===== config.mk =====
export PLATFORM = sky130hd
export DESIGN_NAME = nwd_ctrl
export DESIGN_NICKNAME = d
export VERILOG_FILES = /design/src/rtl/nwd_ctrl.sv
export SDC_FILE = /design/constraint.sdc
export NUM_CORES = 1
export LEC_CHECK = 0
export BUFFER_PORTS_ARGS = -buffer_cell sky130_fd_sc_hd__buf_2
export CAP_MARGIN = 20
export CORE_MARGIN = 8
export CORE_UTILIZATION = 40
export CTS_CLUSTER_DIAMETER = 200
export DETAILED_ROUTE_END_ITERATION = 10
export SYNTH_ARGS = -nofsm -noshare
export SYNTH_HDL_FRONTEND = slang
export SYNTH_SLANG_ARGS = --single-unit

===== constraint.sdc =====
create_clock -name clk -period 4.5 [get_ports clk]
set_input_delay 0.45 -clock clk [delete_from_list [all_inputs] [get_ports clk]]
set_output_delay 0.45 -clock clk [all_outputs]
set_load 0.05 [all_outputs]

===== src/rtl/nwd_ctrl.sv =====
// nwd_ctrl: initiator for a start/finish subtractive GCD core.
// Takes operand pairs on a valid/ready request port and pulses core_ini to
// load the core. It then counts RUN cycles until core_fin or the watchdog
// limit, and returns the result on a valid/ready response port. When either
// operand is zero the answer is known at once, so the core is skipped.
module nwd_ctrl #(
  parameter int unsigned W       = 16,
  parameter int unsigned CNT_W   = 17,
  parameter int unsigned TIMEOUT = 70000
) (
  input  logic             clk,
  input  logic             rst,
  // request port
  input  logic             req_valid,
  output logic             req_ready,
  input  logic [W-1:0]     req_a,
  input  logic [W-1:0]     req_b,
  // response port
  output logic             rsp_valid,
  input  logic             rsp_ready,
  output logic [W-1:0]     rsp_s,
  output logic             rsp_err,
  output logic [CNT_W-1:0] rsp_cycles,
  // GCD core side
  output logic [W-1:0]     core_a,
  output logic [W-1:0]     core_b,
  output logic             core_ini,
  input  logic [W-1:0]     core_s,
  input  logic             core_fin
);

  localparam logic [CNT_W-1:0] TimeoutCnt = CNT_W'(TIMEOUT);
  localparam logic [CNT_W-1:0] CntMax     = {CNT_W{1'b1}};
  localparam logic [CNT_W-1:0] CntOne     = CNT_W'(1);

  typedef enum logic [1:0] {
    StIdle,
    StLoad,
    StRun,
    StResp
  } state_e;

  state_e           state_q, state_d;
  logic [W-1:0]     core_a_q, core_a_d;
  logic [W-1:0]     core_b_q, core_b_d;
  logic [CNT_W-1:0] cnt_q, cnt_d;
  logic [W-1:0]     rsp_s_q, rsp_s_d;
  logic             rsp_err_q, rsp_err_d;
  logic [CNT_W-1:0] rsp_cycles_q, rsp_cycles_d;

  logic a_zero, b_zero;
  assign a_zero = (req_a == '0);
  assign b_zero = (req_b == '0);

  // Next-state, datapath updates and state-decoded strobes.
  always_comb begin
    state_d      = state_q;
    core_a_d     = core_a_q;
    core_b_d     = core_b_q;
    cnt_d        = cnt_q;
    rsp_s_d      = rsp_s_q;
    rsp_err_d    = rsp_err_q;
    rsp_cycles_d = rsp_cycles_q;
    req_ready    = 1'b0;
    rsp_valid    = 1'b0;
    core_ini     = 1'b0;

    unique case (state_q)
      StIdle: begin
        req_ready = 1'b1;
        if (req_valid) begin
          core_a_d = req_a;
          core_b_d = req_b;
          if (!a_zero && !b_zero) begin
            state_d = StLoad;
          end else begin
            // With one zero operand the GCD is the other operand. With
            // both zero the GCD is undefined, so the error flag is set.
            state_d      = StResp;
            rsp_s_d      = a_zero ? req_b : req_a;
            rsp_err_d    = a_zero && b_zero;
            rsp_cycles_d = '0;
          end
        end
      end

      StLoad: begin
        // core_fin still reflects the previous operands here, so it is ignored.
        core_ini = 1'b1;
        cnt_d    = CntOne;
        state_d  = StRun;
      end

      StRun: begin
        if (core_fin) begin
          rsp_s_d      = core_s;
          rsp_err_d    = 1'b0;
          rsp_cycles_d = cnt_q;
          state_d      = StResp;
        end else if (cnt_q == TimeoutCnt) begin
          rsp_s_d      = '0;
          rsp_err_d    = 1'b1;
          rsp_cycles_d = TimeoutCnt;
          state_d      = StResp;
        end else if (cnt_q != CntMax) begin
          cnt_d = cnt_q + CntOne;
        end
      end

      StResp: begin
        rsp_valid = 1'b1;
        if (rsp_ready) begin
          state_d = StIdle;
        end
      end

      default: begin
        state_d = StIdle;
      end
    endcase
  end

  // State and datapath registers with synchronous reset.
  always_ff @(posedge clk) begin
    if (rst) begin
      state_q      <= StIdle;
      core_a_q     <= '0;
      core_b_q     <= '0;
      cnt_q        <= '0;
      rsp_s_q      <= '0;
      rsp_err_q    <= 1'b0;
      rsp_cycles_q <= '0;
    end else begin
      state_q      <= state_d;
      core_a_q     <= core_a_d;
      core_b_q     <= core_b_d;
      cnt_q        <= cnt_d;
      rsp_s_q      <= rsp_s_d;
      rsp_err_q    <= rsp_err_d;
      rsp_cycles_q <= rsp_cycles_d;
    end
  end

  assign core_a     = core_a_q;
  assign core_b     = core_b_q;
  assign rsp_s      = rsp_s_q;
  assign rsp_err    = rsp_err_q;
  assign rsp_cycles = rsp_cycles_q;

endmodule


==> Word level (Yosys, flattened, before mapping) <==
Index checks and enable logic that the tools add are counted.
{ "classes": {"n_addsub": 1, "multipliers": 0, "n_div": 0, "magnitude_cmp": 0, "n_eq_ne": 12, "shifts": 0, "n_mux": 29, "n_bitwise": 0, "n_reduce_logical": 13} }
{ "ops": {"columns": ["cell", "n"], "rows": [
  ["$mux W17", 7],
  ["$mux W16", 5],
  ["$pmux W17 S2", 2],
  ["$logic_not A16 Y1", 2],
  ["$pmux W16 S2", 1],
  ["$add A17 B1 Y17 const B", 1],
  ["$eq A17 B17 Y1 const B", 1],
  ["$ne A17 B17 Y1 const B", 1],
  ["$ne A2 B2 Y1 const B", 6],
  ["$mux W2", 5],
  ["$pmux W2 S4", 1],
  ["$reduce_and A4 Y1", 2],
  ["$mux W1", 7],
  ["$eq A2 B2 Y1 const B", 2],
  ["$reduce_bool A2 Y1", 2],
  ["$ne A3 B3 Y1 const B", 1],
  ["$reduce_and A3 Y1", 1],
  ["$eq A2 B1 Y1 const B", 1],
  ["$logic_and A1 B1 Y1", 2],
  ["$logic_not A1 Y1", 2],
  ["$logic_not A2 Y1", 1],
  ["$pmux W1 S2", 1],
  ["$reduce_and A2 Y1", 1]
]} }
{ "totals": {"ff_bits": 85, "latch_bits": 0, "ramBits": 0, "romBits": 0, "input_bits": 53, "elab_cells": 62, "n_memories": 0} }

==> Depth between registers and ports, before layout <==
Gate-level depths: netlist of run 1.
{ "logic_depth": {"ltp_word": 6, "mapped_depth": 10, "ltp_nobuf": 10} }

==> Worst setup path after synthesis of run 1 <==
Ideal clock, no wire load.
{ "synth_path": {"path_kind": "register -> register", "from": "reg cnt_q[0]", "to": "reg cnt_q[4]", "setup_ns": 0.095, "arrival_time_ns": 1.927, "required_time_ns": 4.405, "path_slack_ns": 2.477, "stages_incl_launch_ff": 11, "n_path_buf": 0, "period_less_slack_ns": 2.023, "cell_sequence": "dfxtp_1 > ha_1 > nand3_1 > nor2_1 > nand4_1 > nor2_1 > ha_1 > or2_1 > or2_1 > or3_1 > o311ai_1"} }
{ "synth_via": {"elab_chain_len": 5, "word_cells_on_any_way": 10, "classes_between": "1 x add/sub; 4 x eq/ne; 4 x mux; 1 x reduce/logical"} }
{ "synth_lines": {"columns": ["element", "line", "source"], "rows": [
  ["from (decl)", "46", "logic [CNT_W-1:0] cnt_q, cnt_d;"],
  ["from (signal assigned)", "137", "cnt_q <= cnt_d;"],
  ["$add A17 B1 Y17", "106", "cnt_d = cnt_q + CntOne;"],
  ["$mux W17", "105", "end else if (cnt_q != CntMax) begin"],
  ["$mux W17", "100", "end else if (cnt_q == TimeoutCnt) begin"],
  ["$mux W17", "95", "if (core_fin) begin"],
  ["$pmux W17 S2", "68", "unique case (state_q)"]
]} }
Parallel ways exist; a longest one is shown, timed or not. The select of a mux whose other input is x is not followed.
A chain may end at the register's enable or synchronous reset.

==> Final worst setup path of run 1 <==
{ "layout_path": {"from": "reg state_q[0]", "to": "reg rsp_cycles_q[12] (netlist: rsp_cycles[12])"} }
{ "layout_via": {"elab_chain_len": 3, "word_cells_on_any_way": 8, "classes_between": "4 x eq/ne; 1 x mux; 3 x reduce/logical"} }
{ "layout_lines": {"columns": ["element", "line", "source"], "rows": [
  ["from (decl)", "43", "state_e state_q, state_d;"],
  ["from (signal assigned)", "126", "state_q <= StIdle;"],
  ["from (signal assigned)", "134", "state_q <= state_d;"],
  ["$eq A2 B2 Y1 or $logic_not A2 Y1 (tied branches)", "68", null],
  ["$ne A3 B3 Y1 (no source line) (tied with other cells)", null, null],
  ["$reduce_and A4 Y1 (no source line)", null, null],
  ["to (signal assigned)", "140", "rsp_cycles_q <= rsp_cycles_d;"],
  ["to (decl)", "49", "logic [CNT_W-1:0] rsp_cycles_q, rsp_cycles_d;"]
]} }
Parallel ways exist; a longest one is shown, timed or not.

==> flow_summary.toml, run 1 <==
[worst_setup_path]
reg2reg_depth = 8
cpLargestDelayFamily = "buffers and inverters"
cpPeakStageDelay_ns = 0.61
cp.depth = 8
cp_slowest_cell = "o22ai_4"
path_max_fanout = 33
worst-path-buf-inv = 3
cp_common_cell = "buf_4"
rr_startpoint = "state_q[0]"
timing.rr.end = "rsp_cycles[12]"
crit_type = "reg -> reg"
rrSetupSlack_ns = 1.93
critical_path_required_ns = 4.77
cp-start-kind = "flop"
endpoint_kind = "flop"
critical_path.cell_chain = "inv_1, ha_1, nand2_1, buf_4, a21oi_2, o22ai_4, buf_4, mux2i_1"
arrival_ns = 2.84

[drt]
ant_nets = 0
drt_iter0_drc = 215
routed_wl_um = 12800
drtPass1Iterations = 4
drc = 0
wl_per_cell_um = 17.4
viasPerCell = 5.29
vias = 3904

[finish]
area_growth_pct = 21.9
multi_input_area_um2 = 2210
fin_area_um2 = 5030
drive_gt1_frac = 0.249
n_fill_cell = 1043
nNetsFinal = 657
layout.area.seq_um2 = 1700
diodes = 0

[pwr]
cell_internal_pwr_w = 0.00150
ir_drop_mv = 0.221
leakage_nw = 2.30
power_switching_w = 0.00107
clkPwrFrac = 0.256
seqPwrFrac = 0.349
switching_share = 0.417
power_frac_comb = 0.395
pwr_density_cell_nw_per_um2 = 510
total_power_w = 0.00256

[yosys]
synth_edf_count = 0
ys_types = 47
synthFlopType = "dfxtp_1"
syn_inst = 494
synth_nets = 554
async_flop_share = 0
synth_area_per_cell_um2 = 8.36
yosysWarnings = 0
synth_area_um2 = 4130
synth-seq-area-share = 0.412
ys_seq_elements = 85

[die]
start_util = 0.405
ioPinCount = 122
rows = 37
die_width_um = 118
core_um2 = 10200
die_y_um = 118
die_area_um2 = 13800

[sta]
setup_viol = 0
finClkSkew_ns = 0.00681
final.setup.tns_ns = 0
fin_crit_sh = 0.571
finalMaxSlewViolations = 0
rsz0062_at_grt = "false"
maxSlewHeadroom = 0.393
fmax_mhz = 389
hold_viol = 0
post-route-min-period_ns = 2.57
max_slew.worst_pin.slew_ns = 0.911

[global_routing]
grt_pass1_wl_um = 20900
grt_pass1_vias = 4048
gr-total-overflow = 0
track_usage = 0.182
grt_antenna_before_repair = 0
grt_start_max_net_pins = 98

[worst_hold_path]
hp-start = "req_a[1]"
min_to = "core_a[1]"
min_path_type = "in -> reg"
hold_depth = 3

[clocking]
htreeDepth = 3
clock_path_buffers = 2
clock_latency_ns = 0.35
clk_pin_slew_ns = 0.09
cts_buffers = 9
ctsResizeCount = 0
cts_tree = "built"
root_buffer = "clkbuf_8"
post_cts_buffers = 0
holdBufCountCts = 0
cts_sinks = 85

[flow_run]
cap_viol_max_count = 0

[placed_design]
port_buffers = 121
dpl.hpwl_um = 9520
detailed_place.area_um2 = 4760
gp_congestion = 0.901

[run_status]
status = "complete, no violations"
==> flip-flops by register name, summed over array words and instances, names as in the netlist <==
| register | cells |
|---|---|
| cnt_q | 17 |
| rsp_cycles | 17 |
| rsp_err | 1 |
| rsp_s | 16 |
| core_a | 16 |
| core_b | 16 |
| state_q | 2 |
==> final cells by class <==
class,instances,area share
Clock buffer,10,0.0254
Clock inverter,6,0.0221
Multi-Input combinational cell,364,0.440
Inverter,10,0.00746
Tap cell,136,0.0338
Sequential cell,85,0.338
Timing Repair Buffer,127,0.133
==> power groups by stage <==
| stage | combinational [W] | clock, W | sequential [W] |
|---|---|---|---|
| 2_1_floorplan | 0.000507 | 0 | 0.00115 |
| 3_3_place_gp | 0.000981 | 0 | 0.000907 |
| 3_5_place_dp | 0.000994 | 0 | 0.000909 |
| 4_1_cts | 0.000998 | 0.000672 | 0.000894 |
| 5_1_grt | 0.00109 | 0.000703 | 0.000904 |
| 6_report | 0.00101 | 0.000657 | 0.000894 |
==> stage by stage <==
step	utilization	std cells	worst slack, ns	hold slack (ns)
2_1_floorplan	-	494	2.48	0.466
4_1_cts	0.491	737	1.89	0.330
5_1_grt	0.494	738	1.67	0.337
3_3_place_gp	0.468	721	2.07	0.439
6_report	0.494	738	1.93	0.349
3_5_place_dp	0.468	721	1.92	0.445
==> kinds of logic after synthesis <==
logic type / count (synthesis) / share of synthesized area
AND/OR/NAND/NOR: 212 / 0.252
AO/OA/AOI/OAI: 110 / 0.176
flip-flops: 85 / 0.412
buffers and inverters: 45 / 0.0537
multiplexers: 34 / 0.0825
adder cells (fa/ha/maj): 7 / 0.0212
XOR/XNOR: 1 / 0.00212
==> metal layers <==
layer	wire length (um)	up-vias	part of all wire	track usage
li1	-	1922	-	-
met1	5780	1829	0.45	0.224
met2	5840	134	0.46	0.288
met3	916	19	0.071	0.0566
met4	276	0	0.022	0.0793
met5	0	-	0	0
==> worst max path at each step <==
stage | startpoint | endpoint | slack [ns]
6_report | state_q[0] | rsp_cycles[12] | 1.93
5_1_grt | state_q[0] | rsp_cycles[12] | 1.67
4_1_cts | state_q[0] | rsp_cycles[12] | 1.89
3_3_place_gp | state_q[0] | rsp_cycles[12] | 2.07
3_5_place_dp | state_q[0] | rsp_cycles[12] | 1.92
2_1_floorplan | cnt_q[0] | cnt_q[4] | 2.48
==> cells in the mapped netlist, drive strengths merged (2+ instances only) <==
cell type  count  area (um2)
a211o         16         140
a211oi        19         148
a21o           2        15.0
a21oi         41         209
a311oi         3        26.3
a31oi          6        37.5
and3           3        18.8
buf           11        93.8
clkbuf        24        90.1
dfxtp         85        1700
ha             7        87.6
inv           10        37.5
mux2i         34         340
nand2        105         394
nand2b        40         258
nand3         10        50.1
nand4          9        56.3
nor2          19        73.8
nor2b          4        25.0
nor4          10        68.8
o21ai         14        73.8
o311ai         2        17.5
o31ai          3        22.5
or2            2        12.5
or3            3        18.8
==> layout by cell type (no fill, tap or decap), types with 2 or more instances in the layout <==
| master | n |
|---|---|
| or3_1 | 3 |
| buf_2 | 121 |
| a21o_1 | 2 |
| nand2b_1 | 39 |
| nand4_1 | 9 |
| a21oi_1 | 40 |
| buf_4 | 5 |
| ha_1 | 7 |
| dfxtp_1 | 85 |
| nand3_1 | 10 |
| a211oi_1 | 18 |
| nor2b_1 | 4 |
| mux2i_1 | 34 |
| and3_1 | 3 |
| nand2_1 | 105 |
| a31oi_1 | 6 |
| or2_1 | 2 |
| o21ai_0 | 12 |
| a311oi_1 | 3 |
| nor2_1 | 18 |
| clkbuf_8 | 9 |
| inv_1 | 10 |
| o31ai_1 | 3 |
| nor4_1 | 9 |
| bufinv_16 | 3 |
| a211o_1 | 16 |
| o311ai_1 | 2 |
==> worst reg2reg max path, stage by stage (launching register included) <==
cell,delay (ns)
dfxtp_1,0.39
inv_1,0.09
ha_1,0.31
nand2_1,0.10
buf_4,0.33
a21oi_2,0.09
o22ai_4,0.61
buf_4,0.36
mux2i_1,0.22
(Power assumes the default switching activity.)
==> run 2, diff against run 1 <==
clock period = 2.5 ns   (was 4.5 ns; I/O delays follow)
==> run 2 against run 1 <==
- largest cell class unchanged
- non-clock buffer count rose by 11
- via count rose by 2.8%
- register-to-register slack worse by 1.7 ns
==> flow_summary.toml, run 2 (synthesis results as in run 1) <==
[worst_setup_path]
cp_common_cell = "ha_1"
path_max_fanout = 6
rr_startpoint = "cnt_q[0]"
endpoint_kind = "flop"
worst-path-buf-inv = 0
crit_start = "cnt_q[0]"
cp_slowest_cell = "dfxtp_1"
crit_type = "reg -> reg"
cpPeakStageDelay_ns = 0.37
critical_path.cell_chain = "ha_1, nand3_1, nor2_2, nand4_1, nor2_1, ha_1, or2_1, nor4_1, a31oi_1, a311oi_1"
rrSetupSlack_ns = 0.21
cpLargestDelayFamily = "simple AND/OR/NAND/NOR gates"
cp-start-kind = "flop"
critical_path_required_ns = 2.76
arrival_ns = 2.55

[global_routing]
grt_pass1_vias = 4136
grt_antenna_before_repair = 0
track_usage = 0.187
grt_pass1_wl_um = 21400
gr-total-overflow = 0
grt_start_max_net_pins = 38

[placed_design]
placedCellCount = 732
detailed_place.area_um2 = 4860
dpl.hpwl_um = 9990
port_buffers = 121
gp_congestion = 0.869
preCtsSetupSlack_ns = 0.248

[clocking]
htreeDepth = 3
post_cts_buffers = 0
clock_latency_ns = 0.36
ctsResizeCount = 0
clk_pin_slew_ns = 0.09
holdBufCountCts = 0
cts_tree = "built"
root_buffer = "clkbuf_8"
clock_path_buffers = 2
cts_sinks = 85
cts_buffers = 9

[worst_hold_path]
min_path_type = "in -> reg"
hp-start = "req_a[0]"

[die]
die_area_um2 = 13800
die_y_um = 118
core_um2 = 10200
rows = 37
start_util = 0.405
die_width_um = 118
ioPinCount = 122

[finish]
finalNonFillerCells = 748
area_growth_pct = 23.6
final_cell_mix = "buf_2, nand2_1, dfxtp_1"
layout.area.seq_um2 = 1700
final_common_cell = "buf_2"
fin_area_um2 = 5100
nNetsFinal = 668
diodes = 0
drive_gt1_frac = 0.263
multi_input_area_um2 = 2210
n_fill_cell = 1012

[sta]
fin_crit_sh = 0.915
finalMaxSlewViolations = 0
post-route-min-period_ns = 2.29
setup_slack_ns = 0.214
hold_viol = 0
fmax_mhz = 437
rsz0062_at_grt = "false"
final.setup.tns_ns = 0
max_slew.worst_pin.slew_ns = 0.484
maxSlewHeadroom = 0.674
finClkSkew_ns = 0.0121
setup_viol = 0

[pwr]
pwr_density_cell_nw_per_um2 = 891
ir_drop_mv = 0.467
leakage_nw = 2.35

[drt]
viasPerCell = 5.37
drtPass1Iterations = 5
routed_wl_um = 13200
drc = 0
ant_nets = 0
vias = 4014
wl_per_cell_um = 17.6
drt_iter0_drc = 197

[run_status]
status = "complete, no violations"

[flow_run]
cap_viol_max_count = 0
==> run 2: cell count changes in the layout (fill, tap and decap cells not counted), sizes merged <==
cell / before / now
inv: 10 / 11
bufinv: 3 / 2
clkinv: 2 / 1
buf: 127 / 138
==> run 2: worst min-delay path: stages <==
cell     delay [ns]
buf_2          0.12
nand2_1        0.05
a21oi_1        0.05
==> run 2: worst paths after layout <==
check / end / cells after the start
worst min-delay path: core_a[0] / 3
worst max register to register: cnt_q[12] / 10
worst min register to register: core_b[12] / 2
worst max-delay path: cnt_q[12] / 10
==> run 2: layer usage <==
metal,up-vias,routed length [um],GRT usage
met5,-,0,0
met3,11,1130,0.0609
met1,1900,5760,0.230
li1,1949,-,-
met2,154,6160,0.307
met4,0,136,0.0504
==> run 2: area by class of cell <==
class	count	share of cell area
sequential	85	0.333
timing repair buffer	138	0.150
tap	136	0.0333
clock buffer	10	0.0250
clock inverter	5	0.0167
inverter	10	0.00736
multi-input combinational	364	0.434
==> run 2: power by group <==
part	switching (W)	leakage [nW]	internal, W	total (W)
clock network	0.000511	0.103	0.000564	0.00107
logic	0.00132	1.55	0.000547	0.00187
registers	0.0000973	0.690	0.00151	0.00161
==> run 2: stage by stage <==
| stage | util | power (W) | hold slack [ns] |
|---|---|---|---|
| after global placement | 0.477 | 0.00344 | 0.440 |
| after detailed placement | 0.477 | 0.00347 | 0.445 |
| after CTS | 0.498 | 0.00454 | 0.136 |
| after global routing | 0.501 | 0.00478 | 0.145 |
| after floorplan | - | 0.00299 | 0.386 |
| final | 0.501 | 0.00455 | 0.147 |
